File: src/rtl/risc_wb_arbiter_pkg.sv
`default_nettype none
//============================================================================
// Module      : risc_wb_arbiter_pkg
// Description : Shared widths, constants and the write-back request type
//               used by the register-file write-port arbiter and its FIFO.
// Revision    : 1.0 - initial release
//============================================================================
package risc_wb_arbiter_pkg;

    localparam int REG_ADDR_W = 5;
    localparam int DATA_W     = 32;

    localparam logic [REG_ADDR_W-1:0] REG_ZERO = 5'd0;

    // One register-file write: destination register and the value to write
    typedef struct packed {
        logic [REG_ADDR_W-1:0] da;
        logic [DATA_W-1:0]     data;
    } wb_req_t;

    // Register 0 is hard-wired, so any write or busy mark aimed at it is dropped
    function automatic logic is_reg_zero(input logic [REG_ADDR_W-1:0] addr);
        return (addr == REG_ZERO);
    endfunction

endpackage
`default_nettype wire

File: src/rtl/risc_wb_fifo.sv
`default_nettype none
//============================================================================
// Module      : risc_wb_fifo
// Description : Synchronous FIFO holding long-latency results waiting for
//               the register-file write port. Head entry is visible
//               combinationally; full/empty/count come from registered state.
// Revision    : 1.0 - initial release
//============================================================================
module risc_wb_fifo
    import risc_wb_arbiter_pkg::*;
#(
    parameter int FIFO_DEPTH = 4
) (
    input  logic                            clk,
    input  logic                            rst_n,
    input  logic                            wr_en,
    input  wb_req_t                         wr_data,
    input  logic                            rd_en,
    output wb_req_t                         rd_data,
    output logic                            full,
    output logic                            empty,
    output logic [$clog2(FIFO_DEPTH):0]     count
);

    localparam int PTR_W = $clog2(FIFO_DEPTH);
    localparam int CNT_W = PTR_W + 1;
    localparam logic [CNT_W-1:0] c_full_cnt = CNT_W'(FIFO_DEPTH);

    wb_req_t            r_mem [FIFO_DEPTH];
    logic [PTR_W-1:0]   r_wr_ptr;
    logic [PTR_W-1:0]   r_rd_ptr;
    logic [CNT_W-1:0]   r_count;
    logic               w_wr;
    logic               w_rd;

    // Overflowing writes and underflowing reads are ignored
    assign w_wr    = wr_en && (r_count != c_full_cnt);
    assign w_rd    = rd_en && (r_count != '0);

    assign full    = (r_count == c_full_cnt);
    assign empty   = (r_count == '0);
    assign count   = r_count;
    assign rd_data = r_mem[r_rd_ptr];

    // Storage array; contents are don't-care while the slot is unoccupied
    always_ff @(posedge clk) begin
        if (w_wr) begin
            r_mem[r_wr_ptr] <= wr_data;
        end
    end

    // Pointers and occupancy; depth is a power of two so pointers wrap freely
    always_ff @(posedge clk or negedge rst_n) begin
        if (!rst_n) begin
            r_wr_ptr <= '0;
            r_rd_ptr <= '0;
            r_count  <= '0;
        end else begin
            if (w_wr) begin
                r_wr_ptr <= r_wr_ptr + PTR_W'(1);
            end
            if (w_rd) begin
                r_rd_ptr <= r_rd_ptr + PTR_W'(1);
            end
            unique case ({w_wr, w_rd})
                2'b10:   r_count <= r_count + CNT_W'(1);
                2'b01:   r_count <= r_count - CNT_W'(1);
                default: r_count <= r_count;
            endcase
        end
    end

endmodule
`default_nettype wire

File: src/rtl/risc_wb_arbiter.sv
`default_nettype none
//============================================================================
// Module      : risc_wb_arbiter
// Description : Owns the register-file write port and shares it between the
//               in-order pipeline write-back and queued long-latency results.
//               Tracks registers with outstanding long-latency results and
//               drives issue-accept / hazard-stall back to decode.
// Revision    : 1.0 - initial release
//============================================================================
module risc_wb_arbiter
    import risc_wb_arbiter_pkg::*;
#(
    parameter int FIFO_DEPTH = 4,
    parameter int STARVE_MAX = 3
) (
    input  logic                  clk,
    input  logic                  rst_n,
    input  logic                  pl_rw,
    input  logic [REG_ADDR_W-1:0] pl_da,
    input  logic [DATA_W-1:0]     pl_bus_d,
    output logic                  pl_hold,
    input  logic                  lu_valid,
    input  logic [REG_ADDR_W-1:0] lu_da,
    input  logic [DATA_W-1:0]     lu_data,
    output logic                  lu_ready,
    input  logic                  iss_valid,
    input  logic [REG_ADDR_W-1:0] iss_da,
    output logic                  iss_accept,
    input  logic [REG_ADDR_W-1:0] chk_aa,
    input  logic [REG_ADDR_W-1:0] chk_ba,
    output logic                  stall,
    output logic                  rf_we,
    output logic [REG_ADDR_W-1:0] rf_da,
    output logic [DATA_W-1:0]     rf_d
);

    localparam int CNT_W = $clog2(FIFO_DEPTH) + 1;
    localparam int STV_W = (STARVE_MAX < 1) ? 1 : $clog2(STARVE_MAX + 1);
    localparam logic [STV_W-1:0] c_starve_max = STV_W'(STARVE_MAX);

    wb_req_t               w_lu_req;
    wb_req_t               w_head;
    logic                  w_full;
    logic                  w_empty;
    logic [CNT_W-1:0]      w_count;
    logic                  w_push;
    logic                  w_fifo_req;
    logic                  w_starved;
    logic                  w_fifo_win;

    logic [STV_W-1:0]      r_starve_cnt;
    logic [31:0]           r_busy;
    logic [31:0]           w_busy_set;
    logic [31:0]           w_busy_clr;
    logic [31:0]           w_busy_nxt;

    logic                  r_rf_we;
    logic [REG_ADDR_W-1:0] r_rf_da;
    logic [DATA_W-1:0]     r_rf_d;

    assign w_lu_req.da   = lu_da;
    assign w_lu_req.data = lu_data;

    // Readiness depends only on registered occupancy: a same-cycle pop never frees a slot
    assign lu_ready = !w_full;
    assign w_push   = lu_valid && !w_full;

    risc_wb_fifo #(
        .FIFO_DEPTH (FIFO_DEPTH)
    ) u_fifo (
        .clk     (clk),
        .rst_n   (rst_n),
        .wr_en   (w_push),
        .wr_data (w_lu_req),
        .rd_en   (w_fifo_win),
        .rd_data (w_head),
        .full    (w_full),
        .empty   (w_empty),
        .count   (w_count)
    );

    // Pipeline has priority unless it is idle or the FIFO head has lost too often
    assign w_fifo_req = (w_count != '0);
    assign w_starved  = (r_starve_cnt == c_starve_max);
    assign w_fifo_win = w_fifo_req && (!pl_rw || w_starved);
    assign pl_hold    = pl_rw && w_fifo_win;

    // Decode-facing hazard view of the scoreboard; r0 can never be pending
    assign iss_accept = !r_busy[iss_da];
    assign stall      = (!is_reg_zero(chk_aa) && r_busy[chk_aa]) ||
                        (!is_reg_zero(chk_ba) && r_busy[chk_ba]) ||
                        (pl_rw && !is_reg_zero(pl_da) && r_busy[pl_da]);

    // Scoreboard next state: retire on pop, mark on accepted issue, set beats clear
    always_comb begin
        w_busy_set = '0;
        w_busy_clr = '0;
        if (w_fifo_win && !is_reg_zero(w_head.da)) begin
            w_busy_clr[w_head.da] = 1'b1;
        end
        if (iss_valid && iss_accept && !is_reg_zero(iss_da)) begin
            w_busy_set[iss_da] = 1'b1;
        end
        w_busy_nxt    = (r_busy & ~w_busy_clr) | w_busy_set;
        w_busy_nxt[0] = 1'b0;
    end

    // Busy vector register
    always_ff @(posedge clk or negedge rst_n) begin
        if (!rst_n) begin
            r_busy <= '0;
        end else begin
            r_busy <= w_busy_nxt;
        end
    end

    // Count consecutive losses of a waiting FIFO head, saturating at the force threshold
    always_ff @(posedge clk or negedge rst_n) begin
        if (!rst_n) begin
            r_starve_cnt <= '0;
        end else if (w_empty || w_fifo_win) begin
            r_starve_cnt <= '0;
        end else if (!w_starved) begin
            r_starve_cnt <= r_starve_cnt + STV_W'(1);
        end
    end

    // Register the winning write; address/data hold when nobody requests
    always_ff @(posedge clk or negedge rst_n) begin
        if (!rst_n) begin
            r_rf_we <= 1'b0;
            r_rf_da <= '0;
            r_rf_d  <= '0;
        end else if (w_fifo_win) begin
            r_rf_we <= !is_reg_zero(w_head.da);
            r_rf_da <= w_head.da;
            r_rf_d  <= w_head.data;
        end else if (pl_rw) begin
            r_rf_we <= !is_reg_zero(pl_da);
            r_rf_da <= pl_da;
            r_rf_d  <= pl_bus_d;
        end else begin
            r_rf_we <= 1'b0;
        end
    end

    assign rf_we = r_rf_we;
    assign rf_da = r_rf_da;
    assign rf_d  = r_rf_d;

endmodule
`default_nettype wire
File: config.mk
export PLATFORM = sky130hd
export DESIGN_NAME = risc_wb_arbiter
export DESIGN_NICKNAME = d
export VERILOG_FILES = /design/src/rtl/risc_wb_arbiter_pkg.sv /design/src/rtl/risc_wb_fifo.sv /design/src/rtl/risc_wb_arbiter.sv
export SDC_FILE = /design/constraint.sdc
export NUM_CORES = 1
export LEC_CHECK = 0
export BUFFER_PORTS_ARGS = -buffer_cell sky130_fd_sc_hd__buf_4
export CORE_MARGIN = 1.5
export CORE_UTILIZATION = 40
export CTS_CLUSTER_DIAMETER = 40
export CTS_CLUSTER_SIZE = 16
export DETAILED_ROUTE_END_ITERATION = 8
export RECOVER_POWER = 25
export SYNTH_ARGS = -nofsm -noshare
export SYNTH_HDL_FRONTEND = slang
export SYNTH_SLANG_ARGS = --single-unit
File: constraint.sdc
create_clock -name clk -period 5.15 [get_ports clk]
set_input_delay 0.515 -clock clk [delete_from_list [all_inputs] [get_ports clk]]
set_output_delay 0.515 -clock clk [all_outputs]
set_load 0.02 [all_outputs]
Word-level counts from Yosys, hierarchy flattened
Memory sizes are Yosys's and may differ from the RTL's.
Index checks and enable logic that the tools add are counted.

storage, ports and cells
  input bits = 94
  RAM bits = 148
  output and inout port bits = 42
  memories = 1
  bits in registers = 78
  word-level logic and storage cells = 90

memory list
  memory        words  bits a word  rd ports  clocked after memory_dff  wr ports  line                source
  u_fifo.r_mem  4      37           1         0                         1         risc_wb_fifo.sv:29  wb_req_t r_mem [FIFO_DEPTH];

operators by class
  add/subtract/negate cells = 5
  bitwise gates (word level) = 3
  equal/unequal tests = 6
  $lt $le $gt $ge = 7
  multiplexer cells = 25
  reduce and logical (&&, ||, !) cells = 35

operators by type and width
  kind                                                                                  number
  32-bit two-way mux                                                                    4
  32-bit AND                                                                            1
  32-bit NOT                                                                            1
  32-bit bitwise OR                                                                     1
  5-bit by 6-bit < comparator with 1-bit output (second input constant)                 5
  5-bit logical NOT                                                                     5
  1-bit binary-select mux with 5-bit select                                             4
  1-bit logical AND                                                                     14
  1-bit demux with 5-bit select                                                         2
  5-bit by 1-bit greater-or-equal comparator with 1-bit output (second input constant)  2
  1-bit two-way mux                                                                     10
  5-bit two-way mux                                                                     2
  1-bit logical NOT                                                                     8
  2-bit by 1-bit adder with 2-bit output (second input constant)                        3
  3-bit case mux with 2 select lines                                                    1
  2-bit equality test (second input constant)                                           2
  1-bit logical OR                                                                      4
  2-bit two-way mux                                                                     2
  2-bit nonzero test                                                                    2
  3-bit by 1-bit adder with 3-bit output (second input constant)                        1
  3-bit equality test (second input constant)                                           1
  3-bit logical NOT                                                                     1
  3-bit != test (second input constant)                                                 1
  3-bit nonzero test                                                                    1
  3 further kinds                                                                       3

Depth between registers and ports, before layout
Gate-level depths: netlist of the first run.
An unclocked memory read counts as a cell.

  depth in word-level cells = 9
  gate-level depth with buffers = 11
  depth with buffers taken out = 10

Modules after synthesis
Synthesis of the first run repeated with hierarchy kept, for this count alone.

unflattened totals
  cells, all modules = 659
  area, all modules = 10,020.9 µm²

modules (own cells, without submodules)
  module           times used  area an instance (µm²)  seq. area each (µm²)  cells an instance
  risc_wb_fifo     1           5,755.5                 4,619.4               230
  risc_wb_arbiter  1           4,265.3                 1,776.7               429

Least setup slack after synthesis of the first run
OpenSTA, ideal clock, no wires.

  path type = input to output
  start point = input chk_ba[0]
  end point = output stall
  required time = 4.635 ns
  stages on the path = 6
  buffers on the path = 1
  path slack = 2.565 ns
  data arrival time = 2.070 ns
  cell sequence = buf_6 > mux4_1 > mux2_2 > and3_4 > nor4_2 > nand4_1

between the ends
  word-level cells in the longest chain between the ends = 5
  elaborated cells between the ends (all ways) = 7
  those cells by class = mux: 2; reduce/logical: 5

RTL lines
  what                                                                            line                                              source
  start: declaration                                                              risc_wb_arbiter.sv:30                             input logic [REG_ADDR_W-1:0] chk_ba,
  1-bit binary-select mux with 5-bit select or 5-bit logical NOT (tied branches)  risc_wb_arbiter.sv:91, risc_wb_arbiter_pkg.sv:23
  1-bit two-way mux (implied by the code) or 1-bit logical NOT (tied branches)    risc_wb_arbiter.sv:91                             (!is_reg_zero(chk_ba) && r_busy[chk_ba]) ||
  1-bit logical AND *                                                             risc_wb_arbiter.sv:91
  1-bit logical OR *                                                              risc_wb_arbiter.sv:90                             assign stall = (!is_reg_zero(chk_aa) && r_busy[chk_aa]) ||
  1-bit logical OR *                                                              risc_wb_arbiter.sv:91
  end: declaration                                                                risc_wb_arbiter.sv:31                             output logic stall,

Every way passes the cells marked *; elsewhere a longest branch is shown, timed or not. The select of a mux whose other input is x is not followed.

Worst setup path after layout of the first run
  start point = register r_busy[17]
  end point = output stall

between the ends
  word-level cells in the longest chain between the ends = 5
  elaborated cells between the ends (all ways) = 11
  those cells by class = mux: 6; reduce/logical: 5

RTL lines
  what                                                          line                                          source
  start: declaration                                            risc_wb_arbiter.sv:52                         logic [31:0] r_busy;
  start signal: assignment                                      risc_wb_arbiter.sv:113                        r_busy <= w_busy_nxt;
  1-bit binary-select mux with 5-bit select (on tied branches)  risc_wb_arbiter.sv:90, risc_wb_arbiter.sv:91
  1-bit two-way mux (on tied branches)                          risc_wb_arbiter.sv:90, risc_wb_arbiter.sv:91
  1-bit logical AND (on tied branches)                          risc_wb_arbiter.sv:90, risc_wb_arbiter.sv:91
  1-bit logical OR                                              risc_wb_arbiter.sv:90
  1-bit logical OR *                                            risc_wb_arbiter.sv:91

Marks and branches as above.

==> impl_metrics.tcl, run 1 <==
set metrics [dict create \
    status "complete, no violations" \
    clock_skew_ns 0.0187 \
    finalSetupViolations 0 \
    period_share 0.579 \
    cts.clk_slew.worst_paths_ns 0.05 \
    drive_gt1_frac 0.279 \
    min_to "u_fifo.r_mem[3][2]" \
    cts_buffers 31 \
    hpwl_mm 15.7 \
    grt_first_pass_wirelength_mm 38.9 \
    tightest_slew_ns 1.04 \
    fin_area_um2 12500 \
    synthesis.area_um2 10200 \
    ios 136 \
    die_w_um 163 \
    synth_edf_count 148 \
    critPathLaunchType "flop" \
    reg2reg_depth 4 \
    antenna_found_initial 1 \
    gr-total-overflow 0 \
    dieArea_um2 26600 \
    clockBufferDepth 3 \
    cp_data_arrival_time_ns 2.46 \
    post_cts_buffers 0 \
    synth_nets 793 \
    place_area_um2 11500 \
    diodes 0 \
    synthesis.instances 692 \
    portBuffers 135 \
    yosysSeqAreaShare 0.625 \
    path_class "reg -> out" \
    leakage_nw 4.59 \
    hold_slack_ns 0.180 \
    design.core.area_um2 25200 \
    first_global_vias 6920 \
    htree_levels 1 \
    gp_congestion 0.847 \
    gr-usage-all-layers 0.190 \
    yosysUniqueCellTypes 48 \
    max_cap_viol_count 0 \
    fp.dieH_um 163 \
    rr_endpoint "r_busy[4]" \
    endpoint_kind "output port" \
    setup_tns_ns 0 \
    min_period_ns 2.98 \
    min_path_cells 1 \
    required_ns 4.64 \
    clkLatencyLatePin_ns 0.55 \
    start_util 0.406 \
    routed_wirelength_mm 24.6 \
    cp_max_fo 5 \
    fin_util 0.496 \
    slew_headroom 0.304 \
    routed-via-count 6616 \
    wl_per_cell_um 20.9 \
    worstHoldPathType "in -> reg" \
    cts_num_sinks 226 \
    tritoncts "yes" \
    holdCritStartpoint "lu_data[2]" \
    power_density_nw_per_um2 602 \
    r2r_start "u_fifo.r_rd_ptr[0]" \
    ant_nets 0 \
    hold_violations 0 \
    route.detailed.drc 0 \
    r2r_slack_ns 2.56 \
    drtPass1Iterations 5 \
    yosys_warnings 0 \
    drv_slew 0 \
    syn_avg_cell_area_um2 14.8 \
    ys_seq_elements 226 \
    peakVddDrop_uv 340 \
    max_freq_ghz 0.336 \
    area_growth_syn_to_layout_pct 22.0 \
    fill_cells 2193 \
    drtIter0Drc 491 \
    routed_via_density 5.61 \
    dominantRegCellSynth "edfxtp_1" \
    cts-root-buf "clkbuf_16" \
    grt_max_degree 45 \
    rsz0062_at_grt "no" \
    async_flop_share 0.345 \
    rows 58 \
    finalNetCount 926 \
]
worst max-delay path, stage by stage, from the launching register on:
cell     delay (ns)
dfrtp_1        0.43
mux4_1         0.52
mux2_2         0.27
and3_4         0.18
nor4_2         0.24
nand4_1        0.12
buf_4          0.17
cells by family after synthesis:
group | count (synthesis) | synth area share
fa+ha+maj | 7 | 0.00929
xor+xnor | 6 | 0.00513
simple gates | 126 | 0.0708
buf+inv | 53 | 0.0248
compound gates | 191 | 0.106
mux | 83 | 0.159
flops | 226 | 0.625
metrics by stage:
stage | cells | setup slack, ns | total power [mW]
floorplan | 692 | 2.56 | 4.49
global placement | 1121 | 2.43 | 5.34
detailed placement | 1121 | 2.43 | 5.37
CTS | 1180 | 2.17 | 7.60
global route | 1180 | 2.05 | 7.96
finish | 1180 | 2.17 | 7.52
Yosys cell counts, types with 7 or more instances:
library cell	number	area [um^2]
dfrtp_1	78	1950
o21ai_1	14	70.1
buf_2	11	55.1
mux2i_1	15	150
edfxtp_1	148	4440
nand2_1	19	71.3
mux4_2	55	1240
nor2_1	12	45.0
and2_1	36	225
nor3_1	7	35.0
mux2_2	7	78.8
nand3b_1	7	52.6
or3_1	8	50.1
o21ai_0	88	440
a22oi_1	34	255
a21oi_1	39	195
clkbuf_1	20	75.1
nand2b_1	14	87.6
inv_1	11	41.3
how the worst max path moves through the flow:
stage | start | to | slack, ns | cells past startpoint
2_1_floorplan | chk_ba[0] | stall | 2.56 | 6
3_3_place_gp | chk_ba[0] | stall | 2.43 | 7
3_5_place_dp | chk_ba[0] | stall | 2.43 | 7
4_1_cts | r_busy[17] | stall | 2.17 | 6
5_1_grt | r_busy[17] | stall | 2.05 | 6
6_report | r_busy[17] | stall | 2.17 | 6
where the power goes:
part / switching [mW] / leakage [nW] / total, mW / internal (mW)
clock: 0.822 / 0.536 / 2.21 / 1.39
sequential: 0.469 / 2.30 / 2.96 / 2.49
combinational: 1.23 / 1.75 / 2.35 / 1.12
cell usage in the layout (no fill, tap or decap), types with 7 or more instances in the layout:
cell / count
a21oi_1: 39
a22oi_1: 34
and2_1: 36
buf_4: 108
clkbuf_1: 36
clkbuf_16: 31
dfrtp_1: 76
edfxtp_1: 148
inv_1: 11
mux2_2: 7
mux2i_1: 15
mux4_2: 55
nand2_1: 19
nand2b_1: 14
nand3b_1: 7
nor2_1: 12
o21ai_0: 88
o21ai_1: 14
or3_1: 8
area by class of cell:
type / instances / area (um^2) / area share
clock inverter: 23 / 297 / 0.0237
timing repair buffer: 142 / 945 / 0.0756
inverter: 11 / 41.3 / 0.00331
multi-input combinational: 413 / 3590 / 0.288
clock buffer: 35 / 801 / 0.0641
sequential: 226 / 6400 / 0.512
tap: 330 / 413 / 0.0331
routing by layer:
metal  vias up  track usage  wire (um)
li1       3001            -          -
met1      3370        0.259      10800
met2       211        0.311      11700
met3        32       0.0418       1690
met4         2       0.0430        349
met5         -            0         12
flip-flops by register name, indices dropped and copies added (netlist names):
| register | cells |
|---|---|
| rf_d | 32 |
| u_fifo.r_mem | 148 |
| r_starve_cnt | 2 |
| rf_we | 1 |
| rf_da | 5 |
| r_busy | 31 |
| u_fifo.count | 3 |
| u_fifo.r_wr_ptr | 2 |
| u_fifo.r_rd_ptr | 2 |
repair_timing:
action / 4_1_cts / 5_1_grt
resized for setup: 0 / 0
hold endpoints to repair: 34 / 0
setup endpoints to repair: 0 / 0
hold buffers: 1 / 0
Note: power is estimated with default switching activity, not from simulation.
==> run 2: changes to the inputs <==
ABC_AREA = 1   (was unset)
clock period = 3 ns   (was 5.15 ns; I/O delays follow)
==> run 2 against run 1 <==
Non-clock buffer count is 40 higher. First-iteration DRC count is 40% higher. Hold slack worse by 0.15 ns. Sequential power is 67% higher. Register-to-register slack worse by 1.9 ns. Worst setup slack worse by 1.6 ns. Flip-flop and latch count stayed put. Wire length is 22% higher. Largest cell class unchanged.
==> impl_metrics.tcl, run 2 <==
set metrics [dict create \
    fp.dieH_um 167 \
    drtPass1Iterations 5 \
    dieArea_um2 28000 \
    syn_avg_cell_area_um2 9.13 \
    gr-total-overflow 0 \
    clock_skew_ns 0.0318 \
    routed_wirelength_mm 30.0 \
    fin_area_um2 13400 \
    max_stage_delay_ns 0.46 \
    endpoint_kind "output port" \
    setup_tns_ns 0 \
    finalNetCount 1443 \
    routed-wl-met2_mm 14.0 \
    wl_met1_mm 13.6 \
    gr-usage-all-layers 0.215 \
    endpoint "pl_hold" \
    synthesis.area_um2 10800 \
    path_buf_inv 2 \
    path_cells "nor2_1 -> nand2_1 -> o21ai_4 -> buf_4 -> nor2_1 -> buf_4" \
    layout_commonest_cell "nand2_1" \
    tritoncts "yes" \
    status "complete, no violations" \
    gp_congestion 0.951 \
    place_area_um2 12100 \
    required_ns 2.70 \
    crit_family "buffers and inverters" \
    synth_nets 1284 \
    cts_num_sinks 226 \
    min_period_ns 2.45 \
    async_flop_share 0.345 \
    stdcell_count 1700 \
    leakage_nw 5.57 \
    r2r_start "u_fifo.r_rd_ptr[0]" \
    synth_area_leaders "edfxtp_1 41%, dfrtp_1 18%, nand2_1 11%, nand3_1 6.6%, nor2_1 4.7%" \
    synth_edf_count 148 \
    clockBufferDepth 3 \
    cts.clk_slew.worst_paths_ns 0.06 \
    grt_max_degree 45 \
    path_class "reg -> out" \
    diodes 0 \
    reg2reg_depth 10 \
    first_global_vias 8785 \
    drive_gt1_frac 0.151 \
    post_cts_buffers 0 \
    highest_layer "met4" \
    routed-via-count 8924 \
    area_growth_syn_to_layout_pct 24.5 \
    route.detailed.drc 0 \
    tightest_slew_ns 0.661 \
    layout_common_cells "324 x nand2_1, 148 x edfxtp_1, 142 x nand3_1" \
    crit_slowest_cell "buf_4" \
    finalSetupViolations 0 \
    power_density_nw_per_um2 1020 \
    wl_per_cell_um 17.6 \
    yosysMostFrequentCell "nand2_1" \
    grt_first_pass_wirelength_mm 47.5 \
    largest_reg_flops 148 \
    synth_largest_area_cell "edfxtp_1" \
    hpwl_mm 19.4 \
    yosysUniqueCellTypes 33 \
    slew_headroom 0.558 \
    max_freq_ghz 0.409 \
    drtIter0Drc 685 \
    design.core.area_um2 26300 \
    yosys-top-cells-count "324 x nand2_1, 148 x edfxtp_1, 142 x nand3_1" \
    ant_nets 0 \
    power_mw 13.7 \
    hold_violations 0 \
    start_util 0.411 \
    rows 59 \
    synth_top_cell_area_share 0.412 \
    rsz0062_at_grt "no" \
    yosys_warnings 0 \
    cp-startpoint "u_fifo.count[0]" \
    dominantRegCellSynth "edfxtp_1" \
    cp_data_arrival_time_ns 2.15 \
    peakVddDrop_uv 586 \
    routed_via_density 5.25 \
    ios 136 \
    htree_levels 2 \
    clkLatencyLatePin_ns 0.51 \
    cp_max_fo 44 \
    antenna_found_initial 0 \
    top_register "u_fifo.r_mem" \
    crit_cells 6 \
    die_w_um 167 \
    portBuffers 135 \
    fin_util 0.512 \
    dp_cells 1613 \
    drv_slew 0 \
    cts-root-buf "clkbuf_16" \
    cts_resized 0 \
    r2r_slack_ns 0.67 \
    critPathLaunchType "flop" \
    rr_endpoint "r_busy[23]" \
    worstHoldPathType "in -> reg" \
    max_cap_viol_count 0 \
    wl_met3_mm 1.66 \
    period_share 0.815 \
    ys_seq_elements 226 \
    cts_buffers 34 \
    synthesis.instances 1183 \
    yosysSeqAreaShare 0.592 \
]
[run 2: worst min-delay path by stage]
stage | startpoint | endpoint | slack [ns] | cells after the start
after detailed placement | rst_n | r_busy[7] | 0.36 | 1
after global placement | rst_n | r_busy[6] | 0.34 | 1
final | pl_bus_d[24] | rf_d[24] | 0.03 | 3
after CTS | lu_data[28] | u_fifo.r_mem[0][28] | 0.001 | 1
after floorplan | rst_n | r_busy[10] | 0.004 | 0
after global routing | pl_bus_d[27] | rf_d[27] | 0.04 | 3
[run 2: layout make-up]
type                    count  area, um^2
fillers                  2479       12800
flip-flops and latches    226        6400
multi-input cells         821        3840
repair buffers            182        1340
clock buffers              41         918
well taps                 335         419
inverters                  77         289
clock inverters            18         244
[run 2: worst reg2reg max path: cells and delay by family (launching register included)]
family          cells  cell delay, ns
simple gates        7            0.87
flops               1            0.51
buf+inv             2            0.50
compound gates      1            0.31
[run 2: report_power, final]
| group | leakage [nW] | switching, mW | internal (mW) |
|---|---|---|---|
| logic | 2.71 | 3.20 | 1.53 |
| registers | 2.31 | 0.656 | 4.28 |
| clock network | 0.550 | 1.45 | 2.56 |
[run 2: routing by layer]
metal | vias to the layer above | global-route usage
met5 | - | 0
met4 | 0 | 0.0670
met3 | 60 | 0.0402
met2 | 271 | 0.358
met1 | 4249 | 0.286
li1 | 4344 | -
[run 2: cell families (layout without fill, tap and decap cells)]
logic type,after synthesis,after routing,synth area share
buf+inv,136,318,0.0563
simple gates,628,628,0.243
fa+ha+maj,7,7,0.00881
xor+xnor,4,4,0.00325
compound gates,182,182,0.0963
flops,226,226,0.592
[run 2: repair_timing]
item / CTS / global route
hold endpoints to repair: 142 / 3
endpoints found under the setup margin: 0 / 0
hold buffers: 27 / 1
[run 2: stage by stage]
step	hold slack (ns)	worst slack [ns]
after floorplan	0.00441	0.171
after global placement	0.344	0.742
after detailed placement	0.361	0.732
after CTS	0.00104	0.519
after global routing	0.0396	0.360
final	0.0345	0.554
==> run 3: changes to the inputs <==
ABC_AREA = 0   (was 1)
clock period = 2.3 ns   (was 3 ns; I/O delays follow)
==> run 3 against run 2 <==
The flow now finishes with violations (negative setup slack). Clock skew is 0.019 ns lower. Highest routed layer unchanged. Count of clock-buffer cells in the layout is 8 lower. Wire length is 12% lower. Total power is 26% higher. Largest power group unchanged. Die area is 5.1% lower. Worst setup slack worse by 0.86 ns. Global-route usage is 1.1 points lower. Via count is 20% lower.
==> impl_metrics.tcl, run 3 (same netlist as run 1, synthesis figures left out) <==
set metrics [dict create \
    status "complete, but fails checks" \
    violations "negative setup slack" \
    min_period_ns 2.61 \
    multi_input_area_um2 3600 \
    clockBufferDepth 3 \
    area_growth_syn_to_layout_pct 31.3 \
    cts-root-buf "clkbuf_16" \
    route.detailed.drc 0 \
    die_w_um 163 \
    crit_slowest_cell "mux4_2" \
    reg2reg_depth 4 \
    power_mw 17.2 \
    routed_via_density 5.57 \
    grt_max_degree 44 \
    hpwl_mm 16.8 \
    hold_slack_ns 0.0430 \
    max_cap_viol_count 0 \
    drtIter0Drc 554 \
    finalSetupViolations 2 \
    grt_first_pass_wirelength_mm 41.4 \
    htree_levels 1 \
    ant_nets 0 \
    leakage_nw 5.00 \
    critPathLaunchType "flop" \
    stdcell_count 1275 \
    setup_tns_ns -0.426 \
    start_util 0.406 \
    ff_latch_area_um2 6400 \
    cp_max_fo 5 \
    gr-usage-all-layers 0.204 \
    rows 58 \
    dieArea_um2 26600 \
    path_class "reg -> out" \
    antenna_found_initial 0 \
    drv_slew 0 \
    routed_wirelength_mm 26.3 \
    peakVddDrop_uv 708 \
    first_global_vias 7401 \
    power_density_nw_per_um2 1280 \
    diodes 0 \
    cp_data_arrival_time_ns 2.38 \
    routed-via-count 7096 \
    cts_num_sinks 226 \
    required_ns 2.07 \
    max_freq_ghz 0.383 \
    fill_cells 2100 \
    portBuffers 135 \
    path_cells "mux4_2 -> mux2i_1 -> nor3_1 -> nor4_4 -> nand4_1 -> buf_6" \
    min_path_cells 3 \
    fp.dieH_um 163 \
    dp_cells 1140 \
    gp_congestion 0.856 \
    tritoncts "yes" \
    endpoint_kind "output port" \
    drive_gt1_frac 0.289 \
    tightest_slew_ns 0.557 \
    design.core.area_um2 25200 \
    clkLatencyLatePin_ns 0.54 \
    wl_per_cell_um 20.7 \
    largest_reg_flops 148 \
    gr-total-overflow 0 \
    finalWorstSetupSlack_ns -0.309 \
    max_stage_delay_ns 0.48 \
    period_share 1.13 \
    worstHoldPathType "in -> reg" \
    clock_skew_ns 0.0125 \
    layout_common_cells "148 x edfxtp_1, 127 x buf_4, 87 x o21ai_0" \
    hold_violations 0 \
    ios 136 \
    cts.clk_slew.worst_paths_ns 0.06 \
    finalNetCount 1022 \
    top_register "u_fifo.r_mem" \
    cts_buffers 30 \
    slew_headroom 0.628 \
    rsz0062_at_grt "yes" \
    drtPass1Iterations 7 \
    layout_commonest_cell "edfxtp_1" \
]
==> run 3: cell count changes in the layout (fill, tap and decap cells not counted), moves of 28 or more <==
cell / previous run / this run
a21oi_1: 10 / 38
a22oi_1: 0 / 34
and2_1: 0 / 36
dlygate4sd3_1: 28 / 70
inv_1: 69 / 11
mux4_2: 0 / 58
nand2_1: 324 / 19
nand3_1: 142 / 5
nor2_1: 129 / 12
o22ai_1: 33 / 5
==> run 3: cell type report <==
class | count | share of cell area
sequential | 226 | 0.477
multi-input combinational | 413 | 0.268
timing repair buffer | 239 | 0.143
clock buffer | 33 | 0.0583
tap | 330 | 0.0307
clock inverter | 23 | 0.0198
inverter | 11 | 0.00307
==> run 3: through the flow <==
stage          area (um^2)  setup slack (ns)  utilization
2_1_floorplan        10200            0.0614            -
3_3_place_gp         11700             0.145        0.465
3_5_place_dp         11700             0.133        0.465
4_1_cts              13500            -0.249        0.538
5_1_grt              13400            -0.394        0.534
6_report             13400            -0.309        0.534
==> run 3: worst paths after layout <==
kind / slack [ns] / end / from
max reg2reg: 0.19 / r_busy[24] / u_fifo.r_rd_ptr[0]
min reg2reg: 0.45 / r_starve_cnt[0] / r_starve_cnt[0]
max: -0.31 / stall / r_busy[15]
min: 0.04 / rf_da[4] / pl_da[4]
min in group asynchronous: 0.21 / r_busy[21] / rst_n
max in group asynchronous: 1.42 / u_fifo.count[0] / rst_n
==> run 3: repair_timing <==
item                                    in CTS  in global routing
endpoints found under the setup margin       3                  2
hold buffers                                70                  0
setup buffers                                9                  0
gates resized for setup                      8                  9
endpoints found under the hold margin      211                  0
pin swaps                                    5                  2
==> run 3: worst max-delay path: cells and delay by family (launching register included) <==
family | cells | cell delay [ns]
buffers and inverters | 1 | 0.16
flip-flops | 1 | 0.44
AND/OR/NAND/NOR | 3 | 0.55
multiplexers | 2 | 0.69
==> run 3: power by group <==
group,total (mW),switching [mW],internal [mW]
Sequential,6.35,0.785,5.57
Combinational,6.05,3.16,2.89
Clock,4.76,1.88,2.88
Total,17.2,5.82,11.3
==> run 3: metal layers <==
metal	wire [um]	up-vias	global-route usage
met2	13000	256	0.347
met1	11100	3618	0.270
met3	1850	32	0.0407
li1	-	3190	-
met5	0	-	0
met4	374	0	0.0455
